==> config.mk <==
export PLATFORM = sky130hd
export DESIGN_NAME = patgen_flat
export DESIGN_NICKNAME = d
export VERILOG_FILES = /design/src/rtl/patgen_if.sv /design/src/rtl/patgen.sv /design/src/flat_wrapper.sv
export SDC_FILE = /design/constraint.sdc
export NUM_CORES = 1
export LEC_CHECK = 0
export BUFFER_PORTS_ARGS = -buffer_cell sky130_fd_sc_hd__buf_2
export CAP_MARGIN = 10
export CORE_ASPECT_RATIO = 0.6
export CORE_MARGIN = 1
export CORE_UTILIZATION = 56
export CTS_CLUSTER_SIZE = 24
export DETAILED_ROUTE_END_ITERATION = 6
export PLACE_DENSITY = 0.86
export SETUP_SLACK_MARGIN = 0.3
export SLEW_MARGIN = 10
export SYNTH_ARGS = -nofsm -noshare
export SYNTH_HDL_FRONTEND = slang
export SYNTH_SLANG_ARGS = --single-unit
==> constraint.sdc <==
create_clock -name DCLK -period 2.4 [get_ports DCLK]
set_clock_uncertainty 0.1 [all_clocks]
set_input_delay 0.48 -clock DCLK [delete_from_list [all_inputs] [get_ports DCLK]]
set_output_delay 0.48 -clock DCLK [all_outputs]
set_load 0.05 [all_outputs]
==> src/rtl/patgen_if.sv <==
// Video timing bundle between the upstream sync generator, patgen and the display sink.
// Sync inputs are active-low; DSP_DE qualifies DSP_R/G/B, which are zero whenever DSP_DE is low.
interface patgen_if #(
    parameter int BPC = 8
);
    logic           DSP_HSYNC_IN_X;
    logic           DSP_VSYNC_IN_X;
    logic           DSP_preDE;
    logic           DSP_HSYNC_X;
    logic           DSP_VSYNC_X;
    logic           DSP_DE;
    logic [BPC-1:0] DSP_R;
    logic [BPC-1:0] DSP_G;
    logic [BPC-1:0] DSP_B;

    // patgen side
    modport slave (
        input  DSP_HSYNC_IN_X,
        input  DSP_VSYNC_IN_X,
        input  DSP_preDE,
        output DSP_HSYNC_X,
        output DSP_VSYNC_X,
        output DSP_DE,
        output DSP_R,
        output DSP_G,
        output DSP_B
    );

    // sync generator / sink side
    modport master (
        output DSP_HSYNC_IN_X,
        output DSP_VSYNC_IN_X,
        output DSP_preDE,
        input  DSP_HSYNC_X,
        input  DSP_VSYNC_X,
        input  DSP_DE,
        input  DSP_R,
        input  DSP_G,
        input  DSP_B
    );
endinterface

==> src/rtl/patgen.sv <==
// Test pattern generator: colour bars, gray ramp, grid and checkerboard aligned to upstream sync.
// Optional macro PATGEN_SCROLL_EN adds a per-frame horizontal scroll to patterns 1-3.
module patgen #(
    parameter int BPC = 8
) (
    input  logic       DCLK,
    input  logic       DRST,
    input  logic [1:0] RESOL,
    input  logic [1:0] PATSEL,
    patgen_if.slave    vid
);

    logic           hsync_q;
    logic           vsync_q;
    logic           de_q;
    logic [BPC-1:0] r_q;
    logic [BPC-1:0] g_q;
    logic [BPC-1:0] b_q;

    logic           prede_d;
    logic           vsync_d;
    logic           vs_fall;
    logic           pde_fall;

    logic [10:0]    hpos;
    logic [10:0]    vpos;
    logic [10:0]    xpos;
    logic [1:0]     pat_q;

    logic [7:0]     bar_cnt;
    logic [7:0]     bar_w;
    logic [7:0]     bar_w_sel;
    logic [2:0]     bar_idx;
    logic [2:0]     bar_rgb;

    logic           grid_on;
    logic           check_on;
    logic [BPC-1:0] pix_r;
    logic [BPC-1:0] pix_g;
    logic [BPC-1:0] pix_b;

    // Edge history resets low so no spurious edge is seen on the first cycle after reset.
    assign vs_fall  = vsync_d & ~vid.DSP_VSYNC_IN_X;
    assign pde_fall = prede_d & ~vid.DSP_preDE;

`ifdef PATGEN_SCROLL_EN
    logic [7:0] frame_cnt;

    always_ff @(posedge DCLK) begin
        if (DRST) begin
            frame_cnt <= 8'd0;
        end else if (vs_fall) begin
            frame_cnt <= frame_cnt + 8'd1;
        end
    end

    assign xpos = hpos + {3'd0, frame_cnt};
`else
    assign xpos = hpos;
`endif

    always_comb begin
        bar_w_sel = 8'd80;
        unique case (RESOL)
            2'd0:    bar_w_sel = 8'd80;
            2'd1:    bar_w_sel = 8'd100;
            2'd2:    bar_w_sel = 8'd128;
            default: bar_w_sel = 8'd160;
        endcase
    end

    // {R,G,B} on/off per bar: white, yellow, cyan, green, magenta, red, blue, black.
    always_comb begin
        bar_rgb = 3'b000;
        unique case (bar_idx)
            3'd0:    bar_rgb = 3'b111;
            3'd1:    bar_rgb = 3'b110;
            3'd2:    bar_rgb = 3'b011;
            3'd3:    bar_rgb = 3'b010;
            3'd4:    bar_rgb = 3'b101;
            3'd5:    bar_rgb = 3'b100;
            3'd6:    bar_rgb = 3'b001;
            default: bar_rgb = 3'b000;
        endcase
    end

    assign grid_on  = (xpos[4:0] == 5'd0) || (vpos[4:0] == 5'd0);
    assign check_on = xpos[5] ^ vpos[5];

    always_comb begin
        pix_r = '0;
        pix_g = '0;
        pix_b = '0;
        unique case (pat_q)
            2'd0: begin
                pix_r = {BPC{bar_rgb[2]}};
                pix_g = {BPC{bar_rgb[1]}};
                pix_b = {BPC{bar_rgb[0]}};
            end
            2'd1: begin
                pix_r = BPC'(xpos[9:2]);
                pix_g = BPC'(xpos[9:2]);
                pix_b = BPC'(xpos[9:2]);
            end
            2'd2: begin
                pix_r = {BPC{grid_on}};
                pix_g = {BPC{grid_on}};
                pix_b = {BPC{grid_on}};
            end
            default: begin
                pix_r = {BPC{check_on}};
                pix_g = {BPC{check_on}};
                pix_b = {BPC{check_on}};
            end
        endcase
    end

    always_ff @(posedge DCLK) begin
        if (DRST) begin
            hsync_q <= 1'b1;
            vsync_q <= 1'b1;
            de_q    <= 1'b0;
            r_q     <= '0;
            g_q     <= '0;
            b_q     <= '0;
            prede_d <= 1'b0;
            vsync_d <= 1'b0;
        end else begin
            hsync_q <= vid.DSP_HSYNC_IN_X;
            vsync_q <= vid.DSP_VSYNC_IN_X;
            de_q    <= vid.DSP_preDE;
            prede_d <= vid.DSP_preDE;
            vsync_d <= vid.DSP_VSYNC_IN_X;
            if (vid.DSP_preDE) begin
                r_q <= pix_r;
                g_q <= pix_g;
                b_q <= pix_b;
            end else begin
                r_q <= '0;
                g_q <= '0;
                b_q <= '0;
            end
        end
    end

    // Vertical sync restarts the line count even if a line ends in the same cycle.
    always_ff @(posedge DCLK) begin
        if (DRST) begin
            hpos  <= 11'd0;
            vpos  <= 11'd0;
            pat_q <= 2'd0;
        end else begin
            hpos <= vid.DSP_preDE ? hpos + 11'd1 : 11'd0;
            if (vs_fall) begin
                vpos  <= 11'd0;
                pat_q <= PATSEL;
            end else if (pde_fall) begin
                vpos <= vpos + 11'd1;
            end
        end
    end

    // Bar width is captured during blanking, so a RESOL change lands on the next line.
    always_ff @(posedge DCLK) begin
        if (DRST) begin
            bar_cnt <= 8'd0;
            bar_idx <= 3'd0;
            bar_w   <= 8'd80;
        end else if (!vid.DSP_preDE) begin
            bar_cnt <= 8'd0;
            bar_idx <= 3'd0;
            bar_w   <= bar_w_sel;
        end else if (bar_cnt == bar_w - 8'd1) begin
            bar_cnt <= 8'd0;
            if (bar_idx != 3'd7) begin
                bar_idx <= bar_idx + 3'd1;
            end
        end else begin
            bar_cnt <= bar_cnt + 8'd1;
        end
    end

    assign vid.DSP_HSYNC_X = hsync_q;
    assign vid.DSP_VSYNC_X = vsync_q;
    assign vid.DSP_DE      = de_q;
    assign vid.DSP_R       = r_q;
    assign vid.DSP_G       = g_q;
    assign vid.DSP_B       = b_q;

endmodule
==> src/flat_wrapper.sv <==
// flat-port wrapper written by rule: the top's interface ports become plain ports
module patgen_flat 
#(
    parameter int BPC = 8
)
  (DCLK, DRST, RESOL, PATSEL, vid_DSP_HSYNC_IN_X, vid_DSP_VSYNC_IN_X, vid_DSP_preDE, vid_DSP_HSYNC_X, vid_DSP_VSYNC_X, vid_DSP_DE, vid_DSP_R, vid_DSP_G, vid_DSP_B);
  patgen_if #(.BPC(BPC)) vid_i ();
  input  logic DCLK;
  input  logic DRST;
  input  logic [1:0] RESOL;
  input  logic [1:0] PATSEL;
  input wire logic [$bits(vid_i.DSP_HSYNC_IN_X)-1:0] vid_DSP_HSYNC_IN_X;
  input wire logic [$bits(vid_i.DSP_VSYNC_IN_X)-1:0] vid_DSP_VSYNC_IN_X;
  input wire logic [$bits(vid_i.DSP_preDE)-1:0] vid_DSP_preDE;
  output wire logic [$bits(vid_i.DSP_HSYNC_X)-1:0] vid_DSP_HSYNC_X;
  output wire logic [$bits(vid_i.DSP_VSYNC_X)-1:0] vid_DSP_VSYNC_X;
  output wire logic [$bits(vid_i.DSP_DE)-1:0] vid_DSP_DE;
  output wire logic [$bits(vid_i.DSP_R)-1:0] vid_DSP_R;
  output wire logic [$bits(vid_i.DSP_G)-1:0] vid_DSP_G;
  output wire logic [$bits(vid_i.DSP_B)-1:0] vid_DSP_B;
  assign vid_i.DSP_HSYNC_IN_X = vid_DSP_HSYNC_IN_X;
  assign vid_i.DSP_VSYNC_IN_X = vid_DSP_VSYNC_IN_X;
  assign vid_i.DSP_preDE = vid_DSP_preDE;
  assign vid_DSP_HSYNC_X = vid_i.DSP_HSYNC_X;
  assign vid_DSP_VSYNC_X = vid_i.DSP_VSYNC_X;
  assign vid_DSP_DE = vid_i.DSP_DE;
  assign vid_DSP_R = vid_i.DSP_R;
  assign vid_DSP_G = vid_i.DSP_G;
  assign vid_DSP_B = vid_i.DSP_B;
  patgen #(.BPC(BPC)) u_core (.DCLK(DCLK), .DRST(DRST), .RESOL(RESOL), .PATSEL(PATSEL), .vid(vid_i));
endmodule
---- After elaboration in Yosys (flattened, before gate mapping) ----
Cells that the tools add are included.
storage, ports and cells
  flip-flop bits (word level) ............. 71
  input bits .............................. 9
  word-level logic and storage cells ...... 50
  output and inout bits ................... 27
operators by class
  reduce and logical (&&, ||, !) cells .... 10
  $add $sub $neg .......................... 5
  bitwise gates (word level) .............. 5
  muxes and demuxes ....................... 5
  equality and inequality tests ........... 12
operators by type and width
  cell                     count
  $pmux W8 S3              4
  $add A11 B1 Y11 const B  2
  $pmux W3 S7              1
  $logic_not A5 Y1         2
  $eq A3 B3 Y1 const B     3
  $add A8 B1 Y8 const B    1
  $eq A8 B8 Y1             1
  $sub A8 B1 Y8 const B    1
  $eq A3 B2 Y1 const B     2
  $eq A2 B1 Y1 const B     2
  $eq A2 B2 Y1 const B     2
  $logic_not A2 Y1         2
  $reduce_or A2 Y1         2
  $add A3 B1 Y3 const B    1
  $eq A3 B1 Y1 const B     1
  $logic_not A3 Y1         1
  $ne A3 B3 Y1 const B     1
  $reduce_or A3 Y1         1
  $and A1 B1 Y1            2
  $not A1 Y1               2
  $reduce_and A2 Y1        1
  $logic_or A1 B1 Y1       1
  $xor A1 B1 Y1            1

---- Longest topological paths before layout ----
Gate-level depths: netlist of the first run.
  depth after elaboration ................. 3
  gate-level depth with buffers ........... 6
  depth with buffers taken out ............ 6

---- Worst setup path after synthesis of the first run ----
OpenSTA, ideal clock, no wires.
  path type ............................... register to register
  start point ............................. register u_core.bar_idx[0]
  end point ............................... register u_core.g_q[0] (netlist: u_core.vid.DSP_G[0])
  data arrival time ....................... 1.678 ns
  required time ........................... 2.159 ns
  setup slack ............................. 0.481 ns
  setup time .............................. 0.141 ns
  buffers on the path ..................... 0
  stages on the path, launching flop included .. 7
  clock period less this slack ............ 1.919 ns
  path through ............................ dfxtp_1 -> ha_1 -> ha_1 -> nor4_1 -> a2111oi_0 -> a311oi_2 -> a21oi_1
on the way
  cells in the longest elaborated chain, start to end .. 3
  elaborated cells on any way between the ends .. 9
  classes of those cells .................. 6 x eq/ne; 2 x mux; 1 x reduce/logical
RTL lines
  element                                     line           text
  from (decl)                                 patgen.sv:33   logic [2:0] bar_idx;
  from (signal assigned)                      patgen.sv:176  bar_idx <= bar_idx + 3'd1;
  $eq A3 B3 Y1, or another cell as far along  patgen.sv:75   unique case (bar_idx)
  $pmux W3 S7 (*)                             patgen.sv:75
  $pmux W8 S3 (*)                             patgen.sv:94   unique case (pat_q)
  to (signal assigned)                        patgen.sv:136  g_q <= pix_g;
  to (decl)                                   patgen.sv:17   logic [BPC-1:0] g_q;
Every way passes the cells marked *; elsewhere a longest branch is shown, timed or not.
A chain may end at the register's enable or synchronous reset.

---- Worst setup path in the final report of the first run ----
  start point ............................. register u_core.bar_idx[1]
  end point ............................... register u_core.g_q[4] (netlist: u_core.vid.DSP_G[4])
The elaborated chain is that of the path after synthesis.

==> results, run 1 <==
- The run finished with clean final reports.
- Counting the buffers created by CTS gives 9.
- The clock drives 62 sinks.
- The synthesized design contains 62 register bits.
- Summed over all layers, the routed wires come to 5000 µm.
- The setup slack after layout is 367 ps.
- The core area is 0.00419 mm².
- The final count of hold timing violations is 0.
- For this block, the via count after detailed routing is 1,886.
- STA classifies the critical path startpoint as a flop.
- The initial core utilization is 0.594.
- Walking the worst path, the cells encountered are ha_1 -> ha_1 -> nor4_4 -> a2111oi_2 -> a311oi_2 -> buf_4 -> a21oi_1.
- TritonCTS built the clock tree.
- The synthesized netlist occupies a cell area of 0.00249 mm².
- Port buffering added 35 buffers.
- The worst setup path is captured at a flop.
- The number of antenna violations at the first check in global routing is 0.
- The maximum frequency from static timing analysis is around 0.49 GHz.
- The slew at the pin closest to its max-slew limit is between 400 and 500 ps.
- The shortest clock period the worst path allows after layout is 2030 ps.
- The setup check on the worst reg-to-reg path leaves a slack of 370 ps.
- In the routed design, unresolved DRC markers number 0.
- VDD sags by at most ~0.00064 V.
- The post-DP HPWL is 3400 µm.
- Along the worst path, the maximum fanout reaches 8.
- The total negative setup slack is 0 ps.
- The data arrival time at the worst-slack endpoint is 2150 ps.
- The maximum root-to-sink buffer count is 2.
- The number of cells on the worst reg-to-reg path is 7.
- Across every metal layer, demand over resource in global routing totals 0.232.
- The maximum number of pins on one net before global-route repair is 34.
- In this run the tightest slew margin relative to its limit is 0.667.
- The first detailed-routing pass took 4 iterations.
- For the worst setup path, the data required time is 2510 ps.
- Relative to the synthesized area, the layout overhead comes to 20.2%.
- The clock tree root driver cell is sky130_fd_sc_hd__clkbuf_8.
- The via count of the first global-routing pass is 1,683.
- Setup repair after global routing left no endpoint under its margin.
- The clock network latency to the later pin of the worst-skew pair is 340 ps.
- The H-tree generated during clock tree synthesis spans 3 levels.
- The number of core rows is 18.
- Once detail routing completed, the nets flagged for antenna violations numbered 0.
- Once layout is done, the placed cells without fillers occupy 0.00299 mm².
- Tracing the worst setup path back leads to its startpoint at u_core.bar_idx[1]$_SDFFE_PP0P_.
- Of the available clock period, the critical path in the final layout requires 0.847.
- For this run, the slowest stage of the critical path takes between 300 and 400 ps.
- The filler cell count is 304.
- Setup violations remaining at the end of the flow were counted as 0.
- The synthesized netlist contains 35 unique library cells.
- The overall power is 2.33 mW.
- The routed length per placed instance is 13.9 µm.
- The Yosys step of the flow raised 0 warnings.
- The die is 53.7 µm tall.
- The final estimated routing congestion in global placement is 0.791.
- The horizontal extent of the die is 88.1 µm.
- The worst setup path category is flop to flop.
- The worst register-to-register path ends at u_core.vid.DSP_G[4]$_SDFF_PP0_.
- The area of the die is approximately 0.0047 mm².
- The final-layout worst hold slack is ~220 ps.
- The number of antenna diodes in the final layout is 0.
- The top-level I/O count is 36.
- The reg-to-reg startpoint is u_core.bar_idx[1]$_SDFFE_PP0P_.
- The residual overflow from global routing is 0.
- The worst hold path belongs to the class input pin to flop.
- The first-pass GRT wire length is roughly 7800 µm.
- The number of hold buffers added after CTS was 0.
- Of the post-synthesis cell area, the dominant cell type holds 0.498.
- Averaged over all synthesized cells, the footprint is 9.80 µm².
- The first routing iteration left 159 violations.
- The share of the Yosys chip area taken by registers is 0.498.
- The critical path ends at u_core.vid.DSP_G[4]$_SDFF_PP0_.
- The largest area contributor in the netlist is sky130_fd_sc_hd__dfxtp_1.
- The post-detailed-placement cell area is roughly 0.0027 mm².
- For this design, the slowest cell found on the critical path is sky130_fd_sc_hd__dfxtp_1.
- The max-slew violation total from the final report is 0.
- The number of nets in the synthesized netlist is between 200 and 300.
- The CTS clock-pin slew for the worst setup and hold paths is 70 ps.
- In this design, the critical path's most frequently occurring cell is sky130_fd_sc_hd__ha_1.
- The number of standard cells after synthesis is ~250.
- The via-per-instance ratio is 5.24.
- The number of max-cap violations is 0.
- The worst setup slack after placement is 266 ps.
- For this run, the post-layout net count is 316.
- Of the cells placed in the final design, the portion with a size suffix greater than 1 is 0.240.
- Sorting the synthesized cells by area gives the leading types as sky130_fd_sc_hd__dfxtp_1 50%, sky130_fd_sc_hd__ha_1 6.0%, sky130_fd_sc_hd__xor2_1 6.0%, sky130_fd_sc_hd__a21oi_1 5.8%, sky130_fd_sc_hd__nor2_1 4.5%.
- The total power density per cell area is approximately 800 mW/mm².
- The leakage power is around 1.2 nW.
state kept, by name, summed over array words and instances, names as in the netlist:
signal / count
u_core.bar_cnt: 8
u_core.bar_idx: 3
u_core.bar_w: 5
u_core.hpos: 10
u_core.pat_q: 2
u_core.vid.DSP_B: 8
u_core.vid.DSP_DE: 1
u_core.vid.DSP_G: 8
u_core.vid.DSP_HSYNC_X: 1
u_core.vid.DSP_R: 8
u_core.vid.DSP_VSYNC_X: 1
u_core.vpos: 6
u_core.vsync_d: 1
what timing repair did:
item / 4_1_cts / 5_1_grt
pin swaps: 1 / 2
endpoints found under the setup margin: 8 / 19
gates resized for setup: 0 / 8
setup buffers: 1 / 1
per-layer routing:
layer	vias to the layer above	part of all wire	GRT usage
met1	883	0.48	0.294
met2	53	0.44	0.366
met3	11	0.057	0.0920
met4	0	0.019	0.0833
li1	939	-	-
met5	-	0	0
cell families (layout without fill, tap and decap cells):
kind of cell,after synthesis,after routing,synth area share
AO/OA/AOI/OAI,38,38,0.101
flip-flops,62,62,0.498
AND/OR/NAND/NOR,89,89,0.190
buffers and inverters,22,68,0.0332
XOR/XNOR,26,26,0.0970
multiplexers,5,5,0.0201
adder cells (fa/ha/maj),12,12,0.0603
per-stage QoR:
stage / cells / util
3_5_place_dp: 342 / 0.650
5_1_grt: 360 / 0.714
6_report: 360 / 0.714
2_1_floorplan: 254 / -
3_3_place_gp: 342 / 0.650
4_1_cts: 359 / 0.705
how the worst min path moves through the flow:
| stage | to | from | slack, ps | cells after the start |
|---|---|---|---|---|
| detailed placement | u_core.hpos[0]$_SDFF_PP0_ | u_core.hpos[0]$_SDFF_PP0_ | 360 | 1 |
| CTS | u_core.vid.DSP_HSYNC_X$_SDFF_PP1_ | vid_DSP_HSYNC_IN_X | 210 | 2 |
| global placement | u_core.hpos[0]$_SDFF_PP0_ | u_core.hpos[0]$_SDFF_PP0_ | 340 | 1 |
| floorplan | u_core.hpos[0]$_SDFF_PP0_ | u_core.hpos[0]$_SDFF_PP0_ | 330 | 1 |
| finish | u_core.vid.DSP_HSYNC_X$_SDFF_PP1_ | vid_DSP_HSYNC_IN_X | 220 | 2 |
| global route | u_core.vid.DSP_HSYNC_X$_SDFF_PP1_ | vid_DSP_HSYNC_IN_X | 220 | 2 |
where the power goes:
group / internal, mW / total, mW / switching, mW
registers: 1.07 / 1.09 / 0.0218
clock network: 0.608 / 1.00 / 0.396
logic: 0.0645 / 0.234 / 0.170
total: 1.74 / 2.33 / 0.588
cells in the final DEF, fill, tap and decap left out, types with 3 or more instances in the layout:
master and count:
sky130_fd_sc_hd__and3_1 6, sky130_fd_sc_hd__nand4_1 4, sky130_fd_sc_hd__nor2b_1 3, sky130_fd_sc_hd__clkbuf_8 10
sky130_fd_sc_hd__nand2_1 18, sky130_fd_sc_hd__inv_1 12, sky130_fd_sc_hd__nor4_4 3, sky130_fd_sc_hd__xnor2_1 8
sky130_fd_sc_hd__buf_4 4, sky130_fd_sc_hd__nand3_1 8, sky130_fd_sc_hd__nor2_1 30, sky130_fd_sc_hd__nand2b_1 4
sky130_fd_sc_hd__buf_2 35, sky130_fd_sc_hd__dfxtp_1 60, sky130_fd_sc_hd__ha_1 12, sky130_fd_sc_hd__or2_2 3
sky130_fd_sc_hd__a21oi_1 29, sky130_fd_sc_hd__mux2i_1 5, sky130_fd_sc_hd__xor2_1 17
critical path: cells and delay by family (launching register included):
| family | cells | cell delay, ps |
|---|---|---|
| buf+inv | 1 | 210 |
| fa+ha+maj | 2 | 460 |
| simple gates | 1 | 310 |
| compound gates | 3 | 450 |
| flops | 1 | 360 |
synthesized netlist by cell type:
master,instances
sky130_fd_sc_hd__or4b_4,1
sky130_fd_sc_hd__nor4_4,2
sky130_fd_sc_hd__xnor2_1,8
sky130_fd_sc_hd__nand3_1,8
sky130_fd_sc_hd__or4b_1,1
sky130_fd_sc_hd__ha_1,12
sky130_fd_sc_hd__and2_1,1
sky130_fd_sc_hd__xor2_1,17
sky130_fd_sc_hd__and3_1,6
sky130_fd_sc_hd__inv_1,12
sky130_fd_sc_hd__clkbuf_1,9
sky130_fd_sc_hd__dfxtp_1,62
sky130_fd_sc_hd__o31ai_4,1
sky130_fd_sc_hd__and4_1,1
sky130_fd_sc_hd__or2_2,3
sky130_fd_sc_hd__a311oi_2,2
sky130_fd_sc_hd__a2111oi_0,1
sky130_fd_sc_hd__xnor3_1,1
sky130_fd_sc_hd__nand2_1,18
sky130_fd_sc_hd__nor4_1,2
sky130_fd_sc_hd__a21oi_1,29
sky130_fd_sc_hd__nor2b_1,3
sky130_fd_sc_hd__a21oi_2,1
sky130_fd_sc_hd__o31ai_1,1
sky130_fd_sc_hd__a31oi_2,1
sky130_fd_sc_hd__a21o_1,1
sky130_fd_sc_hd__and3b_2,1
sky130_fd_sc_hd__o2111ai_1,1
sky130_fd_sc_hd__nor3_1,2
sky130_fd_sc_hd__nor3b_1,2
sky130_fd_sc_hd__mux2i_1,5
sky130_fd_sc_hd__clkinv_1,1
sky130_fd_sc_hd__nor2_1,30
sky130_fd_sc_hd__nand4_1,4
sky130_fd_sc_hd__nand2b_1,4
final cells by class:
class | instances | area [µm²] | share of cell area
Multi-Input combinational cell | 170 | 1190 | 0.399
Tap cell | 60 | 75.1 | 0.0251
Clock buffer | 10 | 138 | 0.0460
Timing Repair Buffer | 39 | 205 | 0.0686
Clock inverter | 6 | 85.1 | 0.0284
Sequential cell | 62 | 1250 | 0.417
Inverter | 13 | 48.8 | 0.0163
(Power assumes the default switching activity.)
==> run 2: changes to the inputs <==
==> constraint.sdc (replaced) <==
create_clock -name DCLK -period 1.9 [get_ports DCLK]
set_clock_uncertainty 0.1 [all_clocks]
set_input_delay 0.38 -clock DCLK [delete_from_list [all_inputs] [get_ports DCLK]]
set_output_delay 0.38 -clock DCLK [all_outputs]
set_load 0.05 [all_outputs]
==> run 2 against run 1 <==
  * Fmax up 7.7%
  * Global-route usage up 2.2 points
  * Critical path depth unchanged
  * Final cell count up 1.7%
  * Critical path type unchanged
==> results, run 2 (synthesis gave the netlist of run 1 again) <==
- The number of buffers added to fix hold violations after cts came to 0 (unchanged).
- The tree is rooted in a sky130_fd_sc_hd__clkbuf_8.
- The overall via count from detail_route is 2,008 (+6.5%).
- The total DRC errors in the routed layout is 0 (unchanged).
- The post-DP HPWL came to 3370 µm (-0.63%).
- The detailed-route wire length was 6310 µm (+26%).
- The leakage power came to 1.30 nW (+3.8%).
- The clock network latency to the later pin of the worst-skew pair is 340 ps (about the same).
- In this run the critical register-to-register path is launched from u_core.bar_idx[0]$_SDFFE_PP0P_.
- The number of antenna-violating nets in the routed design is 0 (unchanged).
- The initial core utilization came to 0.594 (unchanged).
- The count of buffers from port buffering came to 35 (unchanged).
- Setup repair after global routing could not meet its margin everywhere.
- The via-per-instance ratio is 5.49 (+4.7%).
- The number of core rows is 18 (unchanged).
- The length of the first detailed-routing pass in iterations is 4 (unchanged).
- The number of DRC markers after the initial detailed-route iteration is 113 (-29%).
- The number of buffers created by CTS was 9 (unchanged).
- The multi-input gate area in the final layout came to 0.00136 mm² (+14%).
- The maximum frequency from static timing analysis came to 0.530 GHz (+7.7%).
- The data arrival time at the worst-slack endpoint is 1990 ps (-160 ps).
- The maximum root-to-sink buffer count was 2 (unchanged).
- The area occupied by registers was 0.00126 mm² (+0.80%).
- The number of nets in the layout is 322 (+1.9%).
- The element type at the critical path start is a flop.
- The highest ir drop seen on vdd is 0.000617 V (-3.6%).
- The internal reg-to-reg setup slack was 10 ps (-350 ps).
- The routed length per placed instance was 17.2 µm (+24%).
- The maximum number of pins on one net before global-route repair is 34 (unchanged).
- The height of the die is 53.7 µm (unchanged).
- The final-layout worst hold slack was 124 ps (-95.8 ps).
- The critical path in this run is classified as flop to flop.
- The number of H-tree levels is 3 (unchanged).
- The number of antenna violations at the first check in global routing is 0 (unchanged).
- The peak fanout along the critical path came to 5 (-3).
- The CTS clock-pin slew for the worst setup and hold paths is 70 ps (about the same).
- The top-level I/O count was 36 (unchanged).
- The via count of the first global-routing pass is 1,738 (+3.3%).
- The share of layout cells above drive strength 1 is 0.340 (+0.0999).
- The core area came to 0.00419 mm² (unchanged).
- The relative slew slack came to 0.668 (+0.00103).
- The path with the worst hold slack has its endpoint at u_core.vid.DSP_HSYNC_X$_SDFF_PP1_.
- The share of the clock period used by the worst path is 0.993 (+0.146).
- The number of flip-flops in the largest register is 10 (unchanged).
- The TritonCTS clock tree is built.
- The number of max-cap violations came to 0 (unchanged).
- STA classifies the critical path endpoint as a flop.
- The global-route usage over all layers is 0.254 (+0.0221).
- The total clock sinks came to 62 (unchanged).
- The top register by number of flip-flops is u_core.hpos.
- The destination of the worst register-to-register timing path is u_core.vid.DSP_R[5]$_SDFF_PP0_.
- The top cell types in the final layout, fill and taps aside, are 58 x sky130_fd_sc_hd__dfxtp_1, 35 x sky130_fd_sc_hd__buf_2, 29 x sky130_fd_sc_hd__a21oi_1, 23 x sky130_fd_sc_hd__nor2_1, 17 x sky130_fd_sc_hd__nand2_1.
- The area of the die is 0.00473 mm² (unchanged).
- The max-slew violation total from the final report is 0 (unchanged).
- The run finished with clean final reports.
- The worst hold path startpoint is vid_DSP_HSYNC_IN_X.
- The number of diodes is 0 (unchanged).
- The number of cells on the worst reg-to-reg path was 7 (unchanged).
- The setup slack after layout came to 12.7 ps (-354 ps).
- The first-pass GRT wire length is 8520 µm (+9.5%).
- The data required time of the critical path is 2010 ps (-500 ps).
- From synthesis to final layout, the design area changed by 28.4%.
- The slew at the pin closest to its max-slew limit is 497 ps (-1.54 ps).
- The number of setup violations in the final report is 0 (unchanged).
- The final estimated routing congestion in global placement is 0.788 (-0.37%).
- The filler cell count is 260 (-14%).
- The library cell used most frequently in the layout, excluding fill and tap cells, is sky130_fd_sc_hd__dfxtp_1.
- The hold path depth is 2 (unchanged).
- The worst hold path class is input pin to flop.
- The final count of hold timing violations is 0 (unchanged).
- The worst setup slack after placement came to -143 ps (-409 ps).
- The total power density per cell area came to 868 mW/mm² (+11%).
- The shortest clock period the worst path allows after layout is 1890 ps (-146 ps).
- The residual overflow from global routing came to 0 (unchanged).
- The horizontal extent of the die is 88.1 µm (unchanged).
==> run 2: changes by cell type in the layout (fill, tap and decap cells not counted), moves of 4 or more <==
| cell | delta |
|---|---|
| sky130_fd_sc_hd__nor2_1 | -7 |
| sky130_fd_sc_hd__ha_4 | +5 |
| sky130_fd_sc_hd__ha_1 | -6 |
| sky130_fd_sc_hd__buf_4 | +4 |
| sky130_fd_sc_hd__nor2_4 | +4 |
| sky130_fd_sc_hd__inv_1 | -4 |
==> run 2: what timing repair did <==
action | CTS | global route
endpoints found under the setup margin | 35 | 35
buffers inserted | 7 | 0
gates resized for setup | 20 | 21
pin swaps | 9 | 2
==> run 2: layout make-up <==
class	instances	area share
sequential	62	0.393
clock inverter	3	0.00548
inverter	13	0.0168
tap	60	0.0235
multi-input combinational	170	0.425
timing repair buffer	45	0.0833
clock buffer	13	0.0528
==> run 2: worst max-delay path by stage <==
stage,startpoint,to
floorplan,u_core.bar_idx[0]$_SDFFE_PP0P_,u_core.vid.DSP_G[0]$_SDFF_PP0_
global placement,u_core.bar_idx[0]$_SDFFE_PP0P_,u_core.vid.DSP_R[1]$_SDFF_PP0_
detailed placement,u_core.bar_idx[0]$_SDFFE_PP0P_,u_core.vid.DSP_R[5]$_SDFF_PP0_
CTS,u_core.bar_idx[0]$_SDFFE_PP0P_,u_core.vid.DSP_R[5]$_SDFF_PP0_
global route,u_core.bar_idx[0]$_SDFFE_PP0P_,u_core.vid.DSP_R[5]$_SDFF_PP0_
finish,u_core.bar_idx[0]$_SDFFE_PP0P_,u_core.vid.DSP_R[5]$_SDFF_PP0_
==> run 2: power breakdown <==
| part | internal, mW | total [mW] | leakage, nW | switching [mW] |
|---|---|---|---|---|
| sequential | 1.35 | 1.38 | 0.511 | 0.0301 |
| combinational | 0.105 | 0.348 | 0.689 | 0.243 |
| clock | 0.576 | 1.05 | 0.0954 | 0.475 |
==> run 2: worst max-delay path: stages, from the launching register on <==
cell and delay [ps]:
sky130_fd_sc_hd__dfxtp_4 400, sky130_fd_sc_hd__inv_2 80, sky130_fd_sc_hd__ha_2 220, sky130_fd_sc_hd__nor4_4 270, sky130_fd_sc_hd__nor4_2 100, sky130_fd_sc_hd__a311oi_2 310, sky130_fd_sc_hd__buf_4 210, sky130_fd_sc_hd__a21oi_1 70
==> run 2: per-stage QoR <==
stage	std cells	setup TNS (ps)	area [µm²]	util	power [mW]
global route	366	-476	3200	0.763	2.87
detailed placement	343	-1970	2760	0.659	1.70
finish	366	0	3200	0.763	2.77
floorplan	254	0	2520	-	1.63
CTS	366	0	3080	0.735	2.76
global placement	343	0	2760	0.659	1.69
==> run 2: routing by layer <==
layer | track usage | wire, µm | up-vias
li1 | - | - | 948
met1 | 0.331 | 2720 | 943
met2 | 0.397 | 2900 | 95
met3 | 0.0920 | 432 | 22
met4 | 0.0887 | 263 | 0
met5 | 0 | 0 | -
